File: src/rtl/text_frame_writer.sv
// text_frame_writer: formats CPU text commands into back-buffer cells, swaps on vblank, then clears
module text_frame_writer #(
   parameter int          COLS   = 80,
   parameter int          ROWS   = 60,
   parameter logic [7:0]  DEF_FG = 8'hFF,
   parameter logic [7:0]  DEF_BG = 8'h00
) (
   input  logic        clk,
   input  logic        rst,
   input  logic        cmd_valid,
   output logic        cmd_ready,
   input  logic [1:0]  cmd_op,
   input  logic [15:0] cmd_arg,
   input  logic        vsync_start,
   output logic [12:0] write_address,
   output logic [31:0] write_data,
   output logic        switch_buffer,
   output logic        busy,
   output logic [7:0]  frame_count
);
   localparam logic [6:0]  CMAX  = 7'(COLS - 1);
   localparam logic [5:0]  RMAX  = 6'(ROWS - 1);
   localparam logic [12:0] NMAX  = 13'(COLS * ROWS - 1);
   localparam logic [12:0] COLSW = 13'(COLS);
   typedef enum logic [2:0] {IDLE, WAIT_VS, SWITCH, GAP, CLEAR} state_t;
   state_t      state, state_n;
   logic [6:0]  col, col_n;
   logic [5:0]  row, row_n;
   logic [12:0] lin, lin_n, k, k_n, wa_n;
   logic [7:0]  fg, fg_n, bg, bg_n, fc_n;
   logic [31:0] wd_n;
   logic        gap, gap_n, sw_n;
   assign cmd_ready = state == IDLE;
   assign busy      = state != IDLE;
   // next-state, cursor and cell-write decisions
   always_comb begin
      state_n = state;
      col_n   = col;
      row_n   = row;
      lin_n   = lin;
      k_n     = k;
      fg_n    = fg;
      bg_n    = bg;
      fc_n    = frame_count;
      wa_n    = write_address;
      wd_n    = write_data;
      gap_n   = gap;
      sw_n    = 1'b0;
      case (state)
         IDLE: if (cmd_valid) case (cmd_op)
            2'd0: if (cmd_arg[7:0] != 8'h0A) begin
               wa_n  = lin;
               wd_n  = {8'h00, bg, fg, cmd_arg[7:0]};
               col_n = (col == CMAX) ? 7'd0 : col + 7'd1;
               row_n = (col != CMAX) ? row : (row == RMAX) ? 6'd0 : row + 6'd1;
               lin_n = (col == CMAX && row == RMAX) ? 13'd0 : lin + 13'd1;
            end else begin
               col_n = 7'd0;
               row_n = (row == RMAX) ? 6'd0 : row + 6'd1;
               lin_n = {7'd0, row_n} * COLSW;
            end
            2'd1: begin
               col_n = (cmd_arg[6:0] > CMAX) ? CMAX : cmd_arg[6:0];
               row_n = (cmd_arg[13:8] > RMAX) ? RMAX : cmd_arg[13:8];
               lin_n = {7'd0, row_n} * COLSW + {6'd0, col_n};
            end
            2'd2: begin
               fg_n = cmd_arg[7:0];
               bg_n = cmd_arg[15:8];
            end
            default: state_n = WAIT_VS;
         endcase
         WAIT_VS: if (vsync_start) begin
            state_n = SWITCH;
            sw_n    = 1'b1;
            fc_n    = frame_count + 8'd1;
         end
         SWITCH: begin
            state_n = GAP;
            gap_n   = 1'b0;
         end
         GAP: begin
            gap_n   = 1'b1;
            state_n = gap ? CLEAR : GAP;
            k_n     = 13'd0;
         end
         CLEAR: begin
            wa_n = k;
            wd_n = {8'h00, bg, fg, 8'h20};
            k_n  = (k == NMAX) ? 13'd0 : k + 13'd1;
            if (k == NMAX) begin
               col_n   = 7'd0;
               row_n   = 6'd0;
               lin_n   = 13'd0;
               state_n = IDLE;
            end
         end
         default: state_n = CLEAR;
      endcase
   end
   // state and registered outputs; reset lands in CLEAR so the buffer starts blank
   always_ff @(posedge clk or negedge rst) begin
      if (!rst) begin
         state         <= CLEAR;
         col           <= 7'd0;
         row           <= 6'd0;
         lin           <= 13'd0;
         k             <= 13'd0;
         fg            <= DEF_FG;
         bg            <= DEF_BG;
         frame_count   <= 8'd0;
         write_address <= 13'd0;
         write_data    <= 32'd0;
         gap           <= 1'b0;
         switch_buffer <= 1'b0;
      end else begin
         state         <= state_n;
         col           <= col_n;
         row           <= row_n;
         lin           <= lin_n;
         k             <= k_n;
         fg            <= fg_n;
         bg            <= bg_n;
         frame_count   <= fc_n;
         write_address <= wa_n;
         write_data    <= wd_n;
         gap           <= gap_n;
         switch_buffer <= sw_n;
      end
   end
endmodule

File: config.mk
export PLATFORM = sky130hd
export DESIGN_NAME = text_frame_writer
export DESIGN_NICKNAME = d
export VERILOG_FILES = /design/src/rtl/text_frame_writer.sv
export SDC_FILE = /design/constraint.sdc
export NUM_CORES = 1
export LEC_CHECK = 0
export CAP_MARGIN = 20
export CORE_MARGIN = 10
export CORE_UTILIZATION = 35
export CTS_BUF_LIST = sky130_fd_sc_hd__clkbuf_2 sky130_fd_sc_hd__clkbuf_4 sky130_fd_sc_hd__clkbuf_8
export DETAILED_ROUTE_END_ITERATION = 6
export PLACE_DENSITY = 0.55
export SYNTH_ARGS = -nofsm -noshare
export SYNTH_HDL_FRONTEND = slang
export SYNTH_SLANG_ARGS = --single-unit
File: constraint.sdc
create_clock -name clk -period 2.73 [get_ports clk]
set_input_delay 0.546 -clock clk [delete_from_list [all_inputs] [get_ports clk]]
set_output_delay 0.546 -clock clk [all_outputs]
set_load 0.03 [all_outputs]
Word-level counts from Yosys, hierarchy flattened
Index checks and enable logic that the tools add are counted.
- bits of input ports: 22
- bits in registers: 113
- output and inout port bits: 56
- $lt $le $gt $ge: 2
- multipliers: 2
- add/sub/neg operators: 6
- eq/ne operators: 19
- muxes and demuxes: 40
- reduce and logical (&&, ||, !) cells: 14
- operator list (kind ; number):
    13-bit two-way mux ; 8
    13-bit one-hot mux with 2 select lines ; 4
    32-bit two-way mux ; 3
    32-bit one-hot mux with 2 select lines ; 1
    6-bit two-way mux ; 6
    7-bit two-way mux ; 5
    7-bit one-hot mux with 2 select lines ; 2
    13-bit by 1-bit adder with 13-bit output (second input constant) ; 2
    6-bit one-hot mux with 2 select lines ; 2
    6-bit by 3-bit multiplier with 9-bit output (second input constant) ; 2
    3-bit two-way mux ; 5
    3-bit one-hot mux with 5 select lines ; 1
    13-bit by 7-bit adder with 13-bit output ; 1
    13-bit equality test (second input constant) ; 1
    4-bit AND reduction ; 3
    8-bit by 1-bit adder with 8-bit output (second input constant) ; 1
    2-bit != test (second input constant) ; 4
    8-bit by 4-bit != test with 1-bit output (second input constant) ; 1
    7-bit by 1-bit adder with 7-bit output (second input constant) ; 1
    7-bit equality test (second input constant) ; 1
    7-bit greater-than comparator (second input constant) ; 1
    7-bit != test (second input constant) ; 1
    6-bit by 1-bit adder with 6-bit output (second input constant) ; 1
    3-bit by 2-bit equality test with 1-bit output (second input constant) ; 2
    other kinds (20) ; 24

Depth between registers and ports, before layout
- depth after elaboration: 7
- gate-level depth with buffers: 14
- depth with buffers taken out: 14

Worst setup path after synthesis
Ideal clock, no wire load.
- kind: input-to-reg
- start: in cmd_arg[11]
- end: reg lin[11]
- setup time: 0.133 ns
- required time: 2.597 ns
- setup slack: -0.265 ns
- arrival time: 2.862 ns
- stages: 12
- buffers on the path: 1
- cells stage by stage: and2_1 -> clkbuf_1 -> a31oi_1 -> mux2_2 -> ha_1 -> fa_1 -> xor2_1 -> nand3_1 -> nor4_1 -> xor2_1 -> a32oi_1 -> o31ai_1
- word-level cells in the longest chain between the ends: 7
- RTL lines (item ; line ; RTL):
    start: declaration ; 13 ; input logic [15:0] cmd_arg,
    6-bit greater-than comparator ; 64 ; row_n = (cmd_arg[13:8] > RMAX) ? RMAX : cmd_arg[13:8];
    6-bit two-way mux (*) ; 64 ;
    6-bit by 3-bit multiplier with 9-bit output (*) ; 65 ; lin_n = {7'd0, row_n} * COLSW + {6'd0, col_n};
    13-bit by 7-bit adder with 13-bit output (*) ; 65 ;
    13-bit one-hot mux with 2 select lines (*) ; 50 ; IDLE: if (cmd_valid) case (cmd_op)
    13-bit two-way mux (*) ; 50 ;
    13-bit one-hot mux with 2 select lines (*) ; 49 ; case (state)
    end signal: assignment ; 120 ; lin <= lin_n;
    end: declaration ; 29 ; logic [12:0] lin, lin_n, k, k_n, wa_n;
Mark *: on every way between the ends. The rest lies on a longest branch, timed or not. The select of a mux whose other input is x is not followed.
A chain may end at the register's enable or synchronous reset.

Final worst setup path
- start: reg row[1]
- end: reg lin[10]
- word-level cells in the longest chain between the ends: 7
- elaborated cells between the ends (all ways): 10
- classes of those cells: add/sub: 1; mul: 1; eq/ne: 1; mux: 6; reduce/logical: 1
- RTL lines (item ; line ; RTL):
    start: declaration ; 28 ; logic [5:0] row, row_n;
    start signal: assignment ; 119 ; row <= row_n;
    6-bit by 1-bit adder with 6-bit output or 6-bit equality test (tied branches) ; 59, 56 ;
    6-bit two-way mux or 1-bit logical AND (tied branches) ; 59, 56 ;
    6-bit by 3-bit multiplier with 9-bit output or 13-bit two-way mux (tied branches) ; 60, 56 ;
    13-bit two-way mux (*) ; 51 ; 2'd0: if (cmd_arg[7:0] != 8'h0A) begin
    13-bit one-hot mux with 2 select lines (*) ; 50 ;
    13-bit two-way mux (*) ; 50 ;
    13-bit one-hot mux with 2 select lines (*) ; 49 ;
Marked as above.

==> summary.txt <==
Timing
  • Slew Viols, Final: 0
  • Final critical-path share of the clock period: 0.978
  • RSZ-0062 raised after global routing: true
  • Max Fclk: 375 MHz
  • Setup TNS Final: 0 ns
  • Tightest slew margin relative to the limit: 0.322
  • Final hold slack: 0.0236 ns
  • Setup violation total in the final timing report: 0
  • Number of endpoints with negative hold slack in the final report: 0
  • Setup Skew: 0.0143 ns
  • Slew at the pin closest to its max-slew limit: 1.01 ns
  • Shortest period the worst path allows: 2.67 ns

Clock network
  • Sink Count: 105
  • Clock transition at the registers of the reported paths: 0.10 ns
  • Clock insertion delay at the later pin of the skew report: 0.39 ns
  • Clock buffers created by TritonCTS: 9
  • Maximum root-to-sink buffer count: 2
  • Root Driver: sky130_fd_sc_hd__clkbuf_8
  • H-tree levels: 3
  • Clock tree from TritonCTS: done

Die
  • Num rows: 47
  • Die Wd: 150 um
  • Number of I/O pins: 78
  • Die ar.: 22600 um^2
  • Total core area: 16600 um^2
  • Effective utilization at floorplan: 0.358
  • Die extent in y: 150 um

Critical path
  • Peak per-stage delay on the critical path: 0.45 ns
  • Critical path class: reg2reg
  • Crit-path max FO: 3
  • Worst setup EP type: register
  • Source of the worst register-to-register timing path: row[1]$_DFFE_PN0P_
  • Cell-by-cell trace of the critical path: and4b_1, a32o_2, a31oi_4, inv_2, ha_4, ha_4, buf_4, nor2_1, nor2_2, xor2_1, a221oi_2, a21oi_1, a22o_1
  • Data arrival at the endpoint of the critical path: 2.94 ns
  • Req. time, crit path: 3.00 ns
  • Startpoint type of the worst setup path: register
  • Most frequent cell on the critical path: sky130_fd_sc_hd__ha_4
  • Crit. Startpoint: row[1]$_DFFE_PN0P_
  • Highest-delay cell along the critical path: sky130_fd_sc_hd__dfrtp_2

Synth
  • Top_reg_cell synth: sky130_fd_sc_hd__dfrtp_1
  • Instance count of the mapped netlist: 616
  • #FFs+latches synth: 105
  • Cell Area, Synth: 5930 um^2
  • EDFF count, synth: 0
  • Sequential cell area fraction in the yosys report: 0.445
  • Post-synthesis async set-or-reset flop share: 1.00
  • Yosys warnings: 0
  • Unique masters post-synth: 61
  • Mean instance size in the synthesized netlist: 9.63 um^2

Drt
  • First-pass DRT Iterations: 4
  • Routed Antenna Nets: 0
  • Avg WL per Cell: 16.9 um
  • Remaining DRCs: 0
  • Count of routing violations after the opening detailed-route iteration: 256
  • Routed Wire Length: 16400 um
  • Via count of the routed design: 4991
  • Detailed-route vias per instance: 5.11

GRT
  • Number of antenna violations at the first check in global routing: 0
  • Global-route usage over all layers: 0.149
  • Vias in the first global route: 5170
  • Grt total ovfl: 0
  • Largest net degree at the start of global routing: 42
  • First-pass GRT wire length: 27200 um

Pwr
  • Areal power density over the cells: 387 nW/um^2
  • Max IR drop VDD: 0.244 mV
  • Leakage Power: 3.52 nW

Cells and area
  • Number of antenna repair diodes: 0
  • Share of final-layout standard cells stronger than drive strength 1: 0.269
  • Footprint of the flip-flops and latches: 2640 um^2
  • Area of the multi-input gates: 3240 um^2
  • Cell Count, Final, Fillers Out: 976
  • Number of nets in the layout: 796
  • Layout area overhead: 32.2%
  • Filler instances: 1572

Placement
  • Placed Cells: 941
  • Half-perimeter wire length after detailed placement: 12300 um
  • Final Wtd Congestion: 0.828
  • Port Buf Inserts: 69

Min path
  • Worst hold path class: in2async

Status
  • Result of the run: finished, final reports clean

Job
  • Number of maximum-capacitance violations: 0
-- flip-flops by register name, indices dropped and copies added (netlist names), 3 cells and up --
register / flops
write_address: 13
state: 3
col: 7
k: 13
row: 6
lin: 13
write_data: 24
fg: 8
frame_count: 8
bg: 8
-- metal layers --
layer  vias to the layer above  routed length (um)  track usage
li1                       2437                   -            -
met1                      2432                7310        0.182
met2                       107                8000        0.251
met3                        15                 855       0.0354
met4                         0                 290       0.0544
met5                         -                   0            0
-- synthesized netlist by cell type, types with 11 or more instances --
| cell type | n | share of area |
|---|---|---|
| sky130_fd_sc_hd__dfrtp_1 | 96 | 0.40 |
| sky130_fd_sc_hd__nand2_1 | 65 | 0.041 |
| sky130_fd_sc_hd__o21ai_0 | 49 | 0.041 |
| sky130_fd_sc_hd__nor2_1 | 45 | 0.028 |
| sky130_fd_sc_hd__mux2_2 | 35 | 0.066 |
| sky130_fd_sc_hd__o21ai_1 | 27 | 0.023 |
| sky130_fd_sc_hd__a21oi_1 | 23 | 0.019 |
| sky130_fd_sc_hd__ha_1 | 20 | 0.042 |
| sky130_fd_sc_hd__buf_2 | 18 | 0.015 |
| sky130_fd_sc_hd__clkbuf_1 | 18 | 0.011 |
| sky130_fd_sc_hd__inv_1 | 17 | 0.011 |
| sky130_fd_sc_hd__nand3_1 | 17 | 0.014 |
| sky130_fd_sc_hd__xor2_1 | 17 | 0.025 |
| sky130_fd_sc_hd__nor3_1 | 13 | 0.011 |
| sky130_fd_sc_hd__mux2i_1 | 11 | 0.019 |
| sky130_fd_sc_hd__nand4_1 | 11 | 0.012 |
-- critical path: cells and delay by family (launching register included) --
family | cells | cell delay [ns]
AND/OR/NAND/NOR | 3 | 0.38
buffers and inverters | 2 | 0.21
AO/OA/AOI/OAI | 5 | 0.95
adder cells (fa/ha/maj) | 2 | 0.41
flip-flops | 1 | 0.45
XOR/XNOR | 1 | 0.16
-- cell type report --
class                      count  share of cell area
clock buffer                  11              0.0193
clock inverter                 5             0.00479
inverter                      17             0.00814
multi-input combinational    455               0.413
sequential                   105               0.337
tap                          220              0.0351
timing repair buffer         163               0.183
-- kinds of logic after synthesis --
family / synth area share
mux: 0.0945
fa+ha+maj: 0.0523
other cells: 0.000632
simple gates: 0.158
flops: 0.445
xor+xnor: 0.0384
buf+inv: 0.0512
compound gates: 0.160
-- power by group --
group / switching, mW / internal (mW)
sequential: 0.0286 / 1.59
clock: 0.573 / 0.389
combinational: 0.237 / 0.221
total: 0.838 / 2.20
-- timing repair --
item	in CTS	in global routing
pin swaps	22	15
gates cloned	0	0
gates resized for setup	24	25
setup endpoints to repair	4	7
setup buffers	17	3
hold buffers	0	0
-- placed cells by master, fill, tap and decap left out, types with 15 or more instances in the layout --
cell,count
sky130_fd_sc_hd__dfrtp_1,94
sky130_fd_sc_hd__o21ai_0,45
sky130_fd_sc_hd__a21oi_1,20
sky130_fd_sc_hd__nand3_1,16
sky130_fd_sc_hd__ha_1,15
sky130_fd_sc_hd__mux2_2,34
sky130_fd_sc_hd__o21ai_1,29
sky130_fd_sc_hd__buf_4,88
sky130_fd_sc_hd__clkdlybuf4s50_1,61
sky130_fd_sc_hd__nor2_1,41
sky130_fd_sc_hd__nand2_1,65
-- through the flow --
stage | utilization | setup slack [ns] | total power, mW | instance area, um^2
CTS | 0.467 | 0.00308 | 3.06 | 7740
detailed placement | 0.443 | -0.636 | 2.06 | 7350
global placement | 0.443 | -0.576 | 2.05 | 7350
global route | 0.473 | -0.0832 | 3.19 | 7840
floorplan | - | -0.108 | 1.86 | 6040
finish | 0.473 | 0.0613 | 3.03 | 7840
-- worst paths after layout --
| check | end | slack, ns | cells past startpoint |
|---|---|---|---|
| worst max register to register | lin[10]$_DFFE_PN0P_ | 0.06 | 13 |
| max in group asynchronous | fg[3]$_DFFE_PN1P_ | 2.03 | 2 |
| worst min-delay path | write_address[11]$_DFFE_PN0P_ | 0.02 | 1 |
| worst min register to register | frame_count[7]$_DFFE_PN0P_ | 0.49 | 1 |
| min in group clk | frame_count[7]$_DFFE_PN0P_ | 0.49 | 1 |
| worst max-delay path | lin[10]$_DFFE_PN0P_ | 0.06 | 13 |
Note: power is estimated with default switching activity, not from simulation.
